===== src/rtl/mesh_lane_deskew.sv =====
// Receive-side lane deskew: per-lane FIFOs absorb mesh pipe skew and release one
// aligned multi-lane word whenever every lane holds at least one entry.

module mesh_lane_deskew_lane #(
  parameter int WIDTH      = 36,
  parameter int FIFO_DEPTH = 4,
  parameter int ADDR_WIDTH = 2
) (
  input  logic                  i_clock,
  input  logic                  i_reset,
  input  logic                  i_push,
  input  logic                  i_pop,
  input  logic [WIDTH-1:0]      i_din,
  output logic [WIDTH-1:0]      o_dout,
  output logic [ADDR_WIDTH:0]   o_count,
  output logic [ADDR_WIDTH:0]   o_count_nxt,
  output logic                  o_overflow
);
  localparam logic [ADDR_WIDTH:0] DEPTH_C = (ADDR_WIDTH+1)'(FIFO_DEPTH);
  localparam logic [ADDR_WIDTH:0] LAST_C  = (ADDR_WIDTH+1)'(FIFO_DEPTH - 1);

  logic [WIDTH-1:0]    r_mem [FIFO_DEPTH];
  logic [ADDR_WIDTH:0] r_wptr, r_rptr, r_count;
  logic [ADDR_WIDTH:0] w_count_nxt;
  logic                r_overflow;
  logic                w_full, w_wr;

  // A full lane still accepts a push when the same edge pops it.
  assign w_full = (r_count == DEPTH_C);
  assign w_wr   = i_push && (!w_full || i_pop);

  always_comb begin
    w_count_nxt = r_count;
    if (w_wr && !i_pop)      w_count_nxt = r_count + 1'b1;
    else if (!w_wr && i_pop) w_count_nxt = r_count - 1'b1;
  end

  always_ff @(posedge i_clock or posedge i_reset) begin
    if (i_reset) begin
      r_wptr     <= '0;
      r_rptr     <= '0;
      r_count    <= '0;
      r_overflow <= 1'b0;
    end else begin
      if (w_wr)  r_wptr <= (r_wptr == LAST_C) ? '0 : r_wptr + 1'b1;
      if (i_pop) r_rptr <= (r_rptr == LAST_C) ? '0 : r_rptr + 1'b1;
      r_count <= w_count_nxt;
      if (i_push && w_full && !i_pop) r_overflow <= 1'b1;
    end
  end

  always_ff @(posedge i_clock) begin
    if (w_wr) r_mem[r_wptr[ADDR_WIDTH-1:0]] <= i_din;
  end

  assign o_dout      = r_mem[r_rptr[ADDR_WIDTH-1:0]];
  assign o_count     = r_count;
  assign o_count_nxt = w_count_nxt;
  assign o_overflow  = r_overflow;
endmodule

module mesh_lane_deskew #(
  parameter int WIDTH      = 36,
  parameter int LANE_COUNT = 4,
  parameter int FIFO_DEPTH = 4,
  parameter int ADDR_WIDTH = 2
) (
  input  logic                        i_clock,
  input  logic                        i_reset,
  input  logic [LANE_COUNT-1:0]       i_in_valid,
  input  logic [WIDTH*LANE_COUNT-1:0] i_in,
  output logic                        o_out_valid,
  output logic [WIDTH*LANE_COUNT-1:0] o_out,
  output logic [LANE_COUNT-1:0]       o_overflow,
  output logic [ADDR_WIDTH:0]         o_occupancy_max
);
  logic [LANE_COUNT-1:0][WIDTH-1:0]    w_dout;
  logic [LANE_COUNT-1:0][ADDR_WIDTH:0] w_count, w_count_nxt;
  logic [LANE_COUNT-1:0]               w_nonempty;
  logic                                w_pop;
  logic [ADDR_WIDTH:0]                 w_occ_max;
  logic                                r_out_valid;
  logic [WIDTH*LANE_COUNT-1:0]         r_out;
  logic [ADDR_WIDTH:0]                 r_occ_max;

  for (genvar g = 0; g < LANE_COUNT; g++) begin : g_lane
    mesh_lane_deskew_lane #(
      .WIDTH(WIDTH), .FIFO_DEPTH(FIFO_DEPTH), .ADDR_WIDTH(ADDR_WIDTH)
    ) u_lane (
      .i_clock    (i_clock),
      .i_reset    (i_reset),
      .i_push     (i_in_valid[g]),
      .i_pop      (w_pop),
      .i_din      (i_in[g*WIDTH +: WIDTH]),
      .o_dout     (w_dout[g]),
      .o_count    (w_count[g]),
      .o_count_nxt(w_count_nxt[g]),
      .o_overflow (o_overflow[g])
    );
    assign w_nonempty[g] = |w_count[g];
  end

  // Pop decision uses registered counts only, so a word written this edge pops next edge.
  assign w_pop = &w_nonempty;

  always_comb begin
    w_occ_max = '0;
    for (int i = 0; i < LANE_COUNT; i++)
      if (w_count_nxt[i] > w_occ_max) w_occ_max = w_count_nxt[i];
  end

  always_ff @(posedge i_clock or posedge i_reset) begin
    if (i_reset) begin
      r_out_valid <= 1'b0;
      r_out       <= '0;
      r_occ_max   <= '0;
    end else begin
      r_out_valid <= w_pop;
      if (w_pop) r_out <= w_dout;
      r_occ_max   <= w_occ_max;
    end
  end

  assign o_out_valid     = r_out_valid;
  assign o_out           = r_out;
  assign o_occupancy_max = r_occ_max;
endmodule


===== config.mk =====
export PLATFORM = sky130hd
export DESIGN_NAME = mesh_lane_deskew
export DESIGN_NICKNAME = d
export VERILOG_FILES = /design/src/rtl/mesh_lane_deskew.sv
export SDC_FILE = /design/constraint.sdc
export NUM_CORES = 1
export LEC_CHECK = 0
export ABC_AREA = 1
export CORE_MARGIN = 2
export CORE_UTILIZATION = 35
export CTS_CLUSTER_DIAMETER = 200
export DETAILED_ROUTE_END_ITERATION = 8
export PLACE_DENSITY = 0.64
export SETUP_SLACK_MARGIN = 0.5
export SLEW_MARGIN = 0
export SYNTH_ARGS = -nofsm -noshare
export SYNTH_HDL_FRONTEND = slang
export SYNTH_SLANG_ARGS = --single-unit

===== constraint.sdc =====
create_clock -name i_clock -period 5.9 [get_ports i_clock]
set_input_delay 1.18 -clock i_clock [delete_from_list [all_inputs] [get_ports i_clock]]
set_output_delay 1.18 -clock i_clock [all_outputs]
set_load 0.05 [all_outputs]

=== After elaboration in Yosys (flattened, before gate mapping) ===
Memories as Yosys holds them, arrays and structs flattened. A register that Yosys moved wholly into a read port is not among the register bits.
Index checks and enable logic that the tools add are counted.

* Register bits: 44
* Latch bits: 0
* RAM bits: 576
* Bits in read-only memories: 0
* Input port bits: 150
* Memories kept: 4

* $add $sub $neg: 16
* Multiply operators: 0
* Divide/modulo/power cells: 0
* Order comparisons: 4
* Equal/unequal tests: 12
* Shifts and indexed selects: 0
* Mux-type cells: 28
* Bitwise operators: 0
* Reductions and logical operators: 38

{| class="wikitable"
|+ Memories
! memory !! depth !! width !! read ports !! clocked after memory_dff !! write ports !! RTL line !! source
|-
| g_lane[0].u_lane.r_mem || 4 || 36 || 1 || 1 || 1 || 22 || <nowiki>logic [WIDTH-1:0] r_mem [FIFO_DEPTH];</nowiki>
|-
| g_lane[1].u_lane.r_mem || 4 || 36 || 1 || 1 || 1 || 22 ||
|-
| g_lane[2].u_lane.r_mem || 4 || 36 || 1 || 1 || 1 || 22 ||
|-
| g_lane[3].u_lane.r_mem || 4 || 36 || 1 || 1 || 1 || 22 ||
|}

{| class="wikitable"
|+ Operators with widths
! cell !! count
|-
| 3-bit two-way mux || 20
|-
| 3-bit by 1-bit adder with 3-bit output (second input constant) || 12
|-
| 3-bit by 2-bit equality test with 1-bit output (second input constant) || 8
|-
| 1-bit logical AND || 20
|-
| 3-bit equality test (second input constant) || 4
|-
| 3-bit OR reduction || 4
|-
| 3-bit by 1-bit subtractor with 3-bit output (second input constant) || 4
|-
| 3-bit greater-than comparator || 3
|-
| 1-bit logical NOT || 9
|-
| 1-bit two-way mux || 8
|-
| 1-bit logical OR || 4
|-
| 4-bit AND reduction || 1
|-
| 3-bit by 1-bit greater-than comparator with 1-bit output (second input constant) || 1
|}

=== Longest topological paths before layout ===
* Word-level depth: 16
* Depth in mapped cells: 35
* Gate-level depth less buffers: 35

=== Cells and area by module ===
From an unflattened synthesis, not the netlist that was laid out.

* Cells, all modules: 2404
* Area, all modules: 30002.5 um2

{| class="wikitable"
|+ Modules (own cells, without submodules)
! module !! instances !! cells each !! area each (um2) !! seq. area each (um2)
|-
| mesh_lane_deskew_lane (g_lane[1].u_lane ...) || 3 || 427 || 5963.2 || 4574.4
|-
| mesh_lane_deskew || 1 || 696 || 6150.9 || 3703.6
|-
| mesh_lane_deskew_lane (g_lane[0].u_lane) || 1 || 427 || 5962.0 || 4574.4
|}

=== Worst setup path before layout ===
OpenSTA, ideal clock, no wires.

* Kind: input -> register
* From: input i_in_valid[0]
* To: register r_occ_max[0] (netlist: o_occupancy_max[0])
* Setup time: 0.118 ns
* Data arrival time: 4.605 ns
* Required time: 5.782 ns
* Setup slack: 1.177 ns
* Cell stages on the path: 29
* Cell sequence: inv_1 > nand2_1 > nor2_1 > xor2_1 > o21ai_0 > inv_1 > ha_1 > nand3_1 > nand2_1 > inv_1 > nand2_2 > nand2_2 > nand2_1 > and2_1 > ha_1 > nand2_1 > o21ai_0 > inv_1 > a31oi_1 > inv_1 > or2_2 > nand2_1 > ha_1 > nand2_1 > inv_1 > a32oi_1 > inv_1 > nand3_1 > nand2_1

* Longest elaborated chain between the ends: 13
* Elaborated cells on any way between the ends: 14

{| class="wikitable"
|+ Ends and longest elaborated chain
! what !! RTL line !! source
|-
| start, declared || 70 || <nowiki>input logic [LANE_COUNT-1:0] i_in_valid,</nowiki>
|-
| 1-bit logical AND * || 30 || <nowiki>assign w_wr = i_push && (!w_full || i_pop);</nowiki>
|-
| 1-bit logical NOT || 35 || <nowiki>else if (!w_wr && i_pop) w_count_nxt = r_count - 1'b1;</nowiki>
|-
| 1-bit logical AND || 35 ||
|-
| 3-bit two-way mux || 35 ||
|-
| 3-bit two-way mux * || 34 || <nowiki>if (w_wr && !i_pop) w_count_nxt = r_count + 1'b1;</nowiki>
|-
| via g_lane[0].u_lane.o_count_nxt[2] || 16 || <nowiki>output logic [ADDR_WIDTH:0] o_count_nxt,</nowiki>
|-
| 3-bit by 1-bit greater-than comparator with 1-bit output || 109 || <nowiki>if (w_count_nxt[i] > w_occ_max) w_occ_max = w_count_nxt[i];</nowiki>
|-
| 3-bit two-way mux * || 109 ||
|-
| 3-bit greater-than comparator || 109 ||
|-
| 3-bit two-way mux * || 109 ||
|-
| 3-bit greater-than comparator || 109 ||
|-
| 3-bit two-way mux * || 109 ||
|-
| 3-bit greater-than comparator || 109 ||
|-
| 3-bit two-way mux * || 109 ||
|-
| via w_occ_max[0] || 81 || <nowiki>logic [ADDR_WIDTH:0] w_occ_max;</nowiki>
|-
| end signal, assigned || 120 || <nowiki>r_occ_max <= w_occ_max;</nowiki>
|-
| end, declared || 84 || <nowiki>logic [ADDR_WIDTH:0] r_occ_max;</nowiki>
|}

The timed path passes the listed nets; every way through them passes the cells marked *.
A chain may end at the register's enable or synchronous reset.

=== Worst setup path in the final report ===
* From: input i_in_valid[0]
* To: register r_occ_max[1] (netlist: o_occupancy_max[1])

Same word-level chain as after synthesis.

==> key figures <==
GRT
  – Largest net degree at the start of global routing: approximately 110
  – Initial antenna violation count: 6
  – First-pass GRT wire length: 103200 um
  – Vias in the first global route: 17840
  – Remaining global-route overflow: 0
  – GRT Total Usage: 0.1548

Synthesis
  – Seq/Total Area, Yosys: 0.7493
  – Synth top area share: 0.5891
  – Async S/R FF share, synth: 0.2461
  – Dominant synthesized flop cell: edfxtp_1
  – Top-count cell post-synth: nor2_1
  – Synth Register Bits: 764
  – Number of synthesized flops with an enable pin: 576
  – Post-synthesis cell type count: 39
  – Post-Syn Area per Cell: approximately 12 um2
  – Ranking of synthesized cells by area: edfxtp_1 59%, dfrtp_1 16%, nor2_1 9.5%, o21ai_0 5.3%, a31oi_1 3.1%
  – Cell Area, Synth: 0.02936 mm2
  – Synth warn: 0
  – Post-synth top cells: 745 x nor2_1, 576 x edfxtp_1, 310 x o21ai_0
  – Synthesized Nets: 2541
  – Syn Inst Count: between 2000 and 2500
  – Area leader, netlist: edfxtp_1

Worst hold path
  – Worst Hold Launch: g_lane[0].u_lane.o_overflow
  – Path type of the worst min-delay path: reg -> reg
  – Hold path cells: 2
  – Hold endpoint: g_lane[0].u_lane.o_overflow

Timing
  – Worst rel slew slack: 0.2318
  – Setup_tns: 0 ps
  – Post-layout minimum cycle time: slightly below 5000 ps
  – Period utilisation layout: 0.8407
  – Fmax: roughly 0.20 GHz
  – Unrepaired setup endpoints after global routing: no
  – Pins Over Slew Limit: 0
  – Slew @ Worst Pin: 1151 ps
  – Endpoints failing setup: 0
  – Final Hold Vio Count: 0
  – Clk_skew: roughly 24 ps

Place
  – Dpl hpwl: 39380 um
  – Port buffer count: 301
  – RePlAce Congestion: 0.7355

Run
  – Max-Cap Viols: 0

Power
  – Leakage: 13.03 nW
  – Max VDD drop: approximately 1.6 mV
  – Power share of the clock group: 0.220
  – Sw Share: 0.4136
  – P_sw: 9.588 mW
  – Internal Power: roughly 14 mW
  – PwrDens: roughly 640 mW/mm2
  – Sequential power share: 0.351
  – Comb pwr share: 0.429

Detailed routing
  – Top layer in use: met5
  – DR DRC count: 0
  – Remaining antenna violation count: 0
  – Routed wl met2: 32830 um
  – Initial drt markers: about 1100
  – DR WL/cell: around 18 um
  – Met1 wire length: 28850 um
  – Vias per std cell: 4.820
  – Final wirelength: 67410 um
  – DR pass1 iterations: 5
  – DR WL met3: 4418 um
  – Vias: 18300

Clock tree
  – Root buf cell: clkbuf_16
  – Clk Latency, worst-skew pair: around 610 ps
  – CTS Buffer Depth: 3
  – H-tree depth: 3
  – CTS tree: built
  – Hold_buf cts: 0
  – CTS clk-pin slew, worst paths: around 60 ps
  – Num CTS Buffers: 83
  – Clk sinks: 764

Layout
  – Layout area overhead: 23.89%
  – Final core occ: 0.4361
  – Layout cell share with drive strength beyond 1: 0.08367
  – Total Nets Final: 2835

Setup path
  – Critical path's largest stage delay: 530 ps
  – Worst reg2reg path endpoint: o_occupancy_max[1]
  – Worst path required time: approximately 6400 ps
  – Endpoint type of the worst setup path: register
  – Worst setup SP type: input pin
  – FF-to-FF setup slack: about 1100 ps
  – Reg2reg start: g_lane[2].u_lane.o_count[0]
  – Kind of critical path: in -> reg
  – CP Max Fanout: 5
  – R2r worst-path depth: 33
  – WP data arrival: between 5000 and 6000 ps
  – Slowest-stage cell, CP: clkdlybuf4s50_1

Die
  – Die span in x: 293.6 um
  – Die area: 0.08622 mm2
  – Row count: 106
  – Die height: 293.6 um
  – Starting density of the core: 0.3520
  – Core Region: 0.08342 mm2
  – IO Pins: 302

Outcome
  – Status: completed
-- timing repair --
action / in CTS / in global routing
resized for setup: 0 / 2
setup endpoints to repair: 0 / 3
setup buffers: 0 / 3
-- how the worst max path moves through the flow --
stage | end | slack, ps | start | cells after the start
6_report | o_occupancy_max[1] | 940 | i_in_valid[0] | 30
5_1_grt | o_occupancy_max[1] | 500 | g_lane[2].u_lane.o_count[0] | 33
2_1_floorplan | o_occupancy_max[0] | 1180 | i_in_valid[0] | 29
3_5_place_dp | o_occupancy_max[0] | 80 | i_in_valid[0] | 30
3_3_place_gp | o_occupancy_max[0] | 250 | i_in_valid[0] | 30
4_1_cts | o_occupancy_max[1] | 580 | g_lane[2].u_lane.o_count[0] | 33
-- worst max-delay path, delay by kind of cell --
kind | cells | cell delay, ps
AO/OA/AOI/OAI | 4 | 850
XOR/XNOR | 1 | 140
adder cells (fa/ha/maj) | 3 | 830
buffers and inverters | 8 | 1120
AND/OR/NAND/NOR | 14 | 1350
-- cells in the final DEF (no fill, tap or decap), drive strengths merged, types with 4 or more instances in the layout --
cell type and count:
nor2 748, edfxtp 576, o21ai 312, clkdlybuf4s50 301, dfrtp 188, a31oi 145, clkbuf 105, inv 83
nand2 64, ha 40, buf 37, clkinv 35, nand3 25, a21oi 11, xor2 10, clkinvlp 6
bufinv 6, or2 4
-- layer usage --
metal,up-vias,global-route usage
met5,-,0
met4,6,0.04243
met3,100,0.03875
met2,426,0.2600
met1,8931,0.1994
li1,8835,-
-- metrics by stage --
step | worst slack [ps] | total power, mW | area [um2] | instances | hold WS, ps
6_report | 939.7 | 23.18 | 36380 | 3796 | 472.7
5_1_grt | 501.3 | 24.83 | 36380 | 3796 | 484.3
4_1_cts | 582.8 | 23.42 | 36340 | 3790 | 476.7
3_5_place_dp | 81.69 | 18.25 | 33610 | 3637 | 464.9
3_3_place_gp | 252.9 | 18.08 | 33610 | 3637 | 463.5
2_1_floorplan | 1177 | 15.14 | 29370 | 2351 | 437.3
-- sequential cells by signal (all words and copies together), names as in the netlist --
| signal | cells |
|---|---|
| o_occupancy_max | 3 |
| g_lane.u_lane.r_rptr | 12 |
| o_out | 144 |
| g_lane.u_lane.o_overflow | 4 |
| g_lane.u_lane.r_wptr | 12 |
| g_lane.u_lane.o_count | 12 |
| o_out_valid | 1 |
| g_lane.u_lane.r_mem | 576 |
-- area by class of cell --
type / count / area [um2]
fillers: 7506 / 47050
flip-flops and latches: 764 / 22010
multi-input cells: 1376 / 6668
repair buffers: 338 / 3303
clock buffers: 105 / 2272
well taps: 1080 / 1351
clock inverters: 48 / 455.4
inverters: 82 / 311.5
diodes: 3 / 7.507
-- kinds of logic after synthesis --
group / share of synthesized area
and+or+nand+nor: 0.1129
DFF: 0.7493
AOI/OAI and AO/OA: 0.08889
buffers and inverters: 0.02795
adders and majority gates: 0.01705
xor gates and xnor gates: 0.003878
-- power groups by stage --
stage,clock (mW),sequential (mW),combinational (mW)
detailed placement,0,8.25,10.0
finish,5.11,8.13,9.94
CTS,5.25,8.15,10.0
global placement,0,8.23,9.85
floorplan,0,9.78,5.36
global route,5.49,8.28,11.1
No activity file was read; power rests on OpenSTA's default activity.
